[src/rtl/sync_sched_pkg.sv]
// Shared definitions for the sync_scheduler crossing-bus arbiter.
// Optional fixed priority for requester 0 is enabled by defining SYNC_SCHED_PRIO0_EN.
package sync_sched_pkg;

    localparam int HOLD_MIN = 2;

    typedef enum logic [0:0] {
        ST_IDLE = 1'b0,
        ST_HOLD = 1'b1
    } state_t;

    function automatic int clog2(input int value);
        int res;
        res = 0;
        while ((1 << res) < value) begin
            res = res + 1;
        end
        return res;
    endfunction

endpackage

[src/rtl/sync_sched_rr_pick.sv]
// Combinational round-robin winner selection with optional requester-0 priority.
module sync_sched_rr_pick
    import sync_sched_pkg::*;
#(
    parameter int N   = 4,
    parameter int IDW = 2
) (
    input  logic [N-1:0]   req,
    input  logic [IDW-1:0] last_winner,
    input  logic           prio0_en,
    output logic [IDW-1:0] winner,
    output logic           valid
);

    // Scan from last_winner+1 upward with wrap; the first requester found wins.
    always_comb begin
        winner = {IDW{1'b0}};
        valid  = 1'b0;
        if (prio0_en && req[0]) begin
            winner = {IDW{1'b0}};
            valid  = 1'b1;
        end else begin
            for (int k = 1; k <= N; k++) begin
                winner = (!valid && req[(int'(last_winner) + k) % N]) ?
                         IDW'((int'(last_winner) + k) % N) : winner;
                valid  = valid | req[(int'(last_winner) + k) % N];
            end
        end
    end

endmodule

[src/rtl/sync_scheduler.sv]
// Arbitrates N requesters onto one toggle-tagged crossing word with a minimum HOLD spacing.
// Define SYNC_SCHED_PRIO0_EN to give requester 0 fixed priority over the round-robin.
module sync_scheduler
    import sync_sched_pkg::*;
#(
    parameter  int N    = 4,
    parameter  int W    = 32,
    parameter  int HOLD = 8,
    localparam int IDW  = clog2(N)
) (
    input  logic             clk,
    input  logic             rst,
    input  logic [N-1:0]     req,
    input  logic [N*W-1:0]   req_data,
    output logic [N-1:0]     gnt,
    output logic [IDW+W:0]   xbus,
    output logic             busy
);

`ifdef SYNC_SCHED_PRIO0_EN
    localparam logic PRIO0_EN = 1'b1;
`else
    localparam logic PRIO0_EN = 1'b0;
`endif

    state_t          state_r;
    logic [7:0]      cnt_r;
    logic [N-1:0]    gnt_r;
    logic            busy_r;
    logic            tgl_r;
    logic [IDW-1:0]  id_r;
    logic [W-1:0]    data_r;
    logic [IDW-1:0]  last_winner_r;

    logic [IDW-1:0]  win_s;
    logic            win_valid_s;
    logic [W-1:0]    win_data_s;
    logic [N-1:0]    win_onehot_s;

    sync_sched_rr_pick #(
        .N   (N),
        .IDW (IDW)
    ) u_rr_pick (
        .req         (req),
        .last_winner (last_winner_r),
        .prio0_en    (PRIO0_EN),
        .winner      (win_s),
        .valid       (win_valid_s)
    );

    assign win_data_s   = req_data[int'(win_s)*W +: W];
    assign win_onehot_s = {{(N-1){1'b0}}, 1'b1} << win_s;

    assign gnt  = gnt_r;
    assign busy = busy_r;
    assign xbus = {tgl_r, id_r, data_r};

    // Grant FSM: one arbitration in IDLE, then HOLD cycles before the next one.
    always_ff @(posedge clk) begin
        if (rst) begin
            state_r       <= ST_IDLE;
            cnt_r         <= 8'd0;
            gnt_r         <= {N{1'b0}};
            busy_r        <= 1'b0;
            tgl_r         <= 1'b0;
            id_r          <= {IDW{1'b0}};
            data_r        <= {W{1'b0}};
            last_winner_r <= IDW'(N - 1);
        end else begin
            case (state_r)
                ST_IDLE: begin
                    if (win_valid_s) begin
                        gnt_r   <= win_onehot_s;
                        tgl_r   <= ~tgl_r;
                        id_r    <= win_s;
                        data_r  <= win_data_s;
                        state_r <= ST_HOLD;
                        busy_r  <= 1'b1;
                        cnt_r   <= 8'(HOLD - HOLD_MIN);
                        // Priority grants to requester 0 must not disturb the rotation of 1..N-1.
                        if (!(PRIO0_EN && (win_s == {IDW{1'b0}}))) begin
                            last_winner_r <= win_s;
                        end else begin
                            last_winner_r <= last_winner_r;
                        end
                    end else begin
                        gnt_r <= {N{1'b0}};
                    end
                end
                ST_HOLD: begin
                    gnt_r <= {N{1'b0}};
                    if (cnt_r == 8'd0) begin
                        state_r <= ST_IDLE;
                        busy_r  <= 1'b0;
                    end else begin
                        cnt_r <= cnt_r - 8'd1;
                    end
                end
                default: begin
                    state_r <= ST_IDLE;
                    cnt_r   <= 8'd0;
                    gnt_r   <= {N{1'b0}};
                    busy_r  <= 1'b0;
                end
            endcase
        end
    end

endmodule

[config.mk]
export PLATFORM = sky130hd
export DESIGN_NAME = sync_scheduler
export DESIGN_NICKNAME = d
export VERILOG_FILES = /design/src/rtl/sync_sched_pkg.sv /design/src/rtl/sync_sched_rr_pick.sv /design/src/rtl/sync_scheduler.sv
export SDC_FILE = /design/constraint.sdc
export NUM_CORES = 1
export LEC_CHECK = 0
export ABC_AREA = 1
export CORE_AREA = 2 2 95 97
export CTS_CLUSTER_SIZE = 10
export DETAILED_ROUTE_END_ITERATION = 8
export DIE_AREA = 0 0 97 99
export DONT_BUFFER_PORTS = 1
export PLACE_DENSITY_LB_ADDON = 0.15
export SETUP_SLACK_MARGIN = 0.05
export SLEW_MARGIN = 40
export SYNTH_ARGS = -nofsm -noshare
export SYNTH_HDL_FRONTEND = slang
export SYNTH_SLANG_ARGS = --single-unit
[constraint.sdc]
create_clock -name clk -period 4 [get_ports clk]
set_clock_uncertainty 0.05 [all_clocks]
set_input_delay 0.8 -clock clk [delete_from_list [all_inputs] [get_ports clk]]
set_output_delay 0.8 -clock clk [all_outputs]
set_load 0.1 [all_outputs]
---- After elaboration in Yosys (flattened, before gate mapping) ----
Index checks and enable logic that the tools add are counted.
operators by class
  add/subtract/negate cells ............... 5
  order comparisons ....................... 4
  equal/unequal tests ..................... 3
  shifts and indexed selects .............. 2
  mux-type cells .......................... 27
  bitwise gates (word level) .............. 9
  reductions and logical operators ........ 14
operator list
  kind                                                         count
  variable part select 128 x 8 -> 32 bit                       1
  less-than comparator 3 x 4 -> 1 bit (second input constant)  4
  two-way mux 8 bit                                            2
  one-hot mux 8 bit (2 select lines)                           1
  two-way mux 1 bit                                            12
  binary-select mux 1 bit (select 2 bit)                       4
  logical NOT 8 bit                                            1
  two-way mux 2 bit                                            4
  one-hot mux 4 bit (2 select lines)                           1
  OR reduction 2 bit                                           4
  subtractor 8 x 1 -> 8 bit (second input constant)            1
  AND reduction 2 bit                                          3
  adder 2 x 1 -> 2 bit (second input constant)                 2
  adder 2 bit (second input constant)                          2
  bitwise AND 1 bit (first input constant)                     4
  two-way mux 4 bit                                            1
  != test 2 x 1 -> 1 bit (second input constant)               2
  one-hot mux 1 bit (2 select lines)                           2
  << shifter 1 x 2 -> 4 bit (first input constant)             1
  logical AND 1 bit                                            3
  logical NOT 1 bit                                            3
  bitwise OR 1 bit                                             3
  != test 2 bit (second input constant)                        1
  NOT 1 bit                                                    2
storage, ports and cells
  register bits after elaboration ......... 51
  bits of input ports ..................... 134
  output and inout port bits .............. 40
  word-level logic and storage cells ...... 72

---- Depth between registers and ports, before layout ----
  depth in word-level cells ............... 14
  gate-level depth with buffers ........... 16
  gate-level depth less buffers ........... 14

---- Modules after synthesis ----
A second synthesis with hierarchy kept.
second synthesis, totals
  cells, all modules ...................... 544
  area, all modules ....................... 3263.1 µm²
by module, submodules not included
  module              instances  cells an instance  area an instance (µm²)
  sync_scheduler      1          472                2921.6
  sync_sched_rr_pick  1          72                 341.6

---- Worst setup path before layout ----
OpenSTA, ideal clock, no wires.
  kind .................................... input to register
  start point ............................. input port req[3]
  end point ............................... register data_r[14]
  library setup time ...................... 0.113 ns
  data arrival time ....................... 2.013 ns
  required time ........................... 3.837 ns
  path slack .............................. 1.824 ns
  stages .................................. 11
  cells stage by stage .................... inv_1 nand2_1 nand3_1 nand2_1 nor2_8 nand2_1 o21ai_4 nand2_2 buf_4 o21ai_1 nor2_1
between the ends
  longest elaborated chain between the ends .. 9
RTL lines
  item                                                    RTL line                                            RTL
  from (decl)                                             sync_scheduler.sv:13                                input logic [N-1:0] req,
  binary-select mux 1 bit (select 2 bit)                  sync_sched_rr_pick.sv:24, sync_sched_rr_pick.sv:26
  two-way mux 1 bit (not written as such) (2 in a row)    sync_sched_rr_pick.sv:24, sync_sched_rr_pick.sv:26
  logical NOT 1 bit or bitwise OR 1 bit (tied branches)   sync_sched_rr_pick.sv:24, sync_sched_rr_pick.sv:26
  logical AND 1 bit, or another cell as far along         sync_sched_rr_pick.sv:24                            winner = (!valid && req[(int'(last_winner) + k) % N]) ?
  two-way mux 2 bit, or another cell as far along         sync_sched_rr_pick.sv:24
  two-way mux 2 bit or logical AND 1 bit (tied branches)  sync_sched_rr_pick.sv:24
  two-way mux 2 bit                                       sync_sched_rr_pick.sv:24
  variable part select 128 x 8 -> 32 bit                  sync_scheduler.sv:51                                assign win_data_s = req_data[int'(win_s)*W +: W];
  to (signal assigned)                                    sync_scheduler.sv:67                                data_r <= {W{1'b0}};
  to (signal assigned)                                    sync_scheduler.sv:76                                data_r <= win_data_s;
  to (decl)                                               sync_scheduler.sv:32                                logic [W-1:0] data_r;
Parallel ways exist; a longest one is shown, timed or not. The select of a mux whose other input is x is not followed.
A chain may end at the register's enable or synchronous reset.

---- Final worst setup path ----
  start point ............................. register last_winner_r[0]
  end point ............................... register data_r[17]
between the ends
  longest elaborated chain between the ends .. 10
RTL lines
  item                                                    RTL line                                                                      RTL
  from (decl)                                             sync_scheduler.sv:33                                                          logic [IDW-1:0] last_winner_r;
  from (signal assigned)                                  sync_scheduler.sv:68                                                          last_winner_r <= IDW'(N - 1);
  from (signal assigned)                                  sync_scheduler.sv:82                                                          last_winner_r <= win_s;
  from (signal assigned)                                  sync_scheduler.sv:84                                                          last_winner_r <= last_winner_r;
  adder 2 x 1 -> 2 bit or adder 2 bit (tied branches)     sync_sched_rr_pick.sv:24, sync_sched_rr_pick.sv:25, sync_sched_rr_pick.sv:26
  binary-select mux 1 bit (select 2 bit)                  sync_sched_rr_pick.sv:24, sync_sched_rr_pick.sv:26
  two-way mux 1 bit (not written as such) (2 in a row)    sync_sched_rr_pick.sv:24, sync_sched_rr_pick.sv:26
  logical NOT 1 bit or bitwise OR 1 bit (tied branches)   sync_sched_rr_pick.sv:24, sync_sched_rr_pick.sv:26
  logical AND 1 bit, or another cell as far along         sync_sched_rr_pick.sv:24
  two-way mux 2 bit, or another cell as far along         sync_sched_rr_pick.sv:24
  two-way mux 2 bit or logical AND 1 bit (tied branches)  sync_sched_rr_pick.sv:24
  two-way mux 2 bit                                       sync_sched_rr_pick.sv:24
  variable part select 128 x 8 -> 32 bit                  sync_scheduler.sv:51
Parallel ways exist; a longest one is shown, timed or not. The select of a mux whose other input is x is not followed.

==> results.md <==
- Outcome: completed
- Final setup viols: 0
- Total global routing overflow: 0
- Crit path max fanout: between 40 and 50
- CTS buffer count: 5
- Die area: 0.00960 mm^2
- Vias: about 3500
- Vias in the first global route: 3282
- WL met3: around 800 um
- Setup TNS: 0 ps
- Starting Density: between 40% and 50%
- CP required: about 4200 ps
- CP Launch Type: register
- Ratio of final minimum period to clock period: between 70 and 80%
- Cell area after layout: approximately 0.0036 mm^2
- Clock latency on the worst-skew pair: between 300 and 400 ps
- Largest net degree at the start of global routing: 46
- Worst path max stage delay: 570 ps
- First-pass iteration count of the detailed router: 5
- Post-cts sizing count: 0
- CP Launch Point: last_winner_r[0]
- DRT iter0 DRCs: slightly below 80
- Syn Inst Count: slightly above 600
- CP cell instances: inv_4 > nand2_1 > nand2_1 > nand2_1 > nand2_1 > nand2_1 > nand2_1 > nand2_2 > nand3_4 > inv_4 > nand2_1 > nand2_1 > o21ai_0 > nor2_1
- Core ar.: 0.00855 mm^2
- Post-Syn Area: roughly 0.0035 mm^2
- CTS root buf: clkbuf_8
- Most Frequent Cell on Critical Path: nand2_1
- Wire per inst: approximately 14 um
- Max cap viols: 0
- Rel. slew slack: ~61%
- Layout cell share with drive strength beyond 1: ~12%
- Placed cells: between 600 and 700
- Die width: just under 100 um
- Slew Limit Fails: 0
- Non-Filler Instances: between 600 and 700
- Number of fill cells: a little under 1000
- Post-synth ARST share: 0%
- Final wirelength: ~10000 um
- Initial antenna violation count: 1
- H-tree level count: 2
- Gpl congestion: about 0.84
- Distinct cells, synth: 30
- Die Y: about 99 um
- Residual DRC: 0
- Routed vias/inst: 5.08
- Ports: 174
- Critical path's top delay family: simple AND/OR/NAND/NOR gates
- Clock-pin transition on the worst setup and hold timing paths: ~100 ps
- Hold Path Origin: cnt_r[0]
- First-pass GRT wire length: ~16000 um
- Post-synthesis sequential area ratio: approximately 29%
- CTS Hold Bufs: 0
- Final Hold Viols: 0
- Fmax: approximately 340 MHz
- Total Nets Final: between 700 and 800
- Sequential standard cell area: 0.00107 mm^2
- Worst slew pin tran: ~600 ps
- Placed inst area: approximately 0.0035 mm^2
- Port bufs: 0
- Post-DP HPWL: about 7300 um
- Total track usage: about 20%
- Worst reg2reg path startpoint: last_winner_r[0]
- Clock buffer depth: 2
- Critical path type: reg2reg
- WL met1: ~4200 um
- #FFs+latches synth: 51
- Final min period: approximately 3000 ps
- Worst Hold Class: reg2reg
- Met2 Wirelength: ~4800 um
- Syn nets: 750
- Multi-input logic area: ~0.002 mm^2
- Number of synthesized flops with an enable pin: 0
- Routed Antenna Nets: 0
- Area delta synth->final: 2.12%
- TritonCTS clock tree: yes
- Mapped Avg Cell Area: around 5.8 um^2
- Critical Path Slowest Stage Cell: dfxtp_1
- Crit end category: register
- Uppermost routed layer: met4
- Crit path DAT: between 3000 and 4000 ps
- FP Rows: 34
- Crit path buffers/inverters: 2
- Synth Warn #: 0
- Main flop type after synthesis: dfxtp_1
- Clk sinks: 51
- Setup Buffers After CTS: 0
- RSZ-0062 raised after global routing: false
## worst reg2reg max path, delay by kind of cell (launching register included)
kind,cells,cell delay (ps)
simple gates,11,1570
buf+inv,2,620
flops,1,570
compound gates,1,80
## logic make-up after synthesis
family	after synthesis	share of synthesized area (%)
compound gates	46	7.16
simple gates	400	48.3
flops	51	28.8
xor+xnor	1	0.247
buf+inv	114	14.7
fa+ha+maj	2	0.706
## flip-flops by register name (all words and copies together), names as in the netlist
signal / count
id_r: 2
state_r: 1
data_r: 32
tgl_r: 1
gnt: 4
cnt_r: 8
last_winner_r: 2
busy: 1
## final timing paths
kind,to,slack (ps),cells after the start
worst max-delay path,data_r[17],1060,14
worst min-delay path,cnt_r[0],410,1
worst max register to register,data_r[17],1060,14
worst min register to register,cnt_r[0],410,1
## placed cells by master, fill, tap and decap left out, types with 3 or more instances in the layout
master    Yosys  layout
nand2_1     201     201
nand4_1      23      23
nor2_1      113     113
o21ai_1      16      16
nand2_2       6       6
o21ai_0      13      13
clkbuf_8      0       5
inv_2         4       4
buf_4         7       3
inv_1        73      73
nor3_1        5       5
nand3_1      44      44
a21oi_1      11      10
dfxtp_2       0      40
dfxtp_1      51      11
o211ai_1      3       3
## per-stage QoR
step	hold WS (ps)	worst slack (ps)	utilization, %
6_report	407	1060	42.3
5_1_grt	439	690	42.3
4_1_cts	411	1030	42.3
3_5_place_dp	395	941	41.4
3_3_place_gp	387	1050	40.7
2_1_floorplan	374	1820	-
## cells in the mapped netlist (6+ instances only)
library cell | number | area share (%)
nand2_1 | 201 | 21
nor2_1 | 113 | 12
inv_1 | 73 | 7.7
dfxtp_1 | 51 | 29
nand3_1 | 44 | 6.2
nand4_1 | 23 | 4.1
o21ai_1 | 16 | 2.3
buf_2 | 15 | 2.1
o21ai_0 | 13 | 1.8
a21oi_1 | 11 | 1.6
buf_4 | 7 | 1.5
buf_6 | 6 | 1.9
nand2_2 | 6 | 1.1
## cell type report
| cell class | instances | share of cell area (%) |
|---|---|---|
| antenna | 1 | 0.0691 |
| clock buffer | 5 | 1.90 |
| clock inverter | 2 | 0.380 |
| inverter | 79 | 8.33 |
| multi-input combinational | 449 | 55.4 |
| sequential | 51 | 29.6 |
| tap | 108 | 3.73 |
| timing repair buffer | 3 | 0.622 |
## metal layers
layer,track usage [%],up-vias
met3,5.32,11
met1,24.3,1547
met2,34.7,154
met4,6.83,0
met5,0,-
li1,-,1837
Power is not shown: default switching activity piles up to over one toggle a cycle in this logic, so the estimate is an artifact.
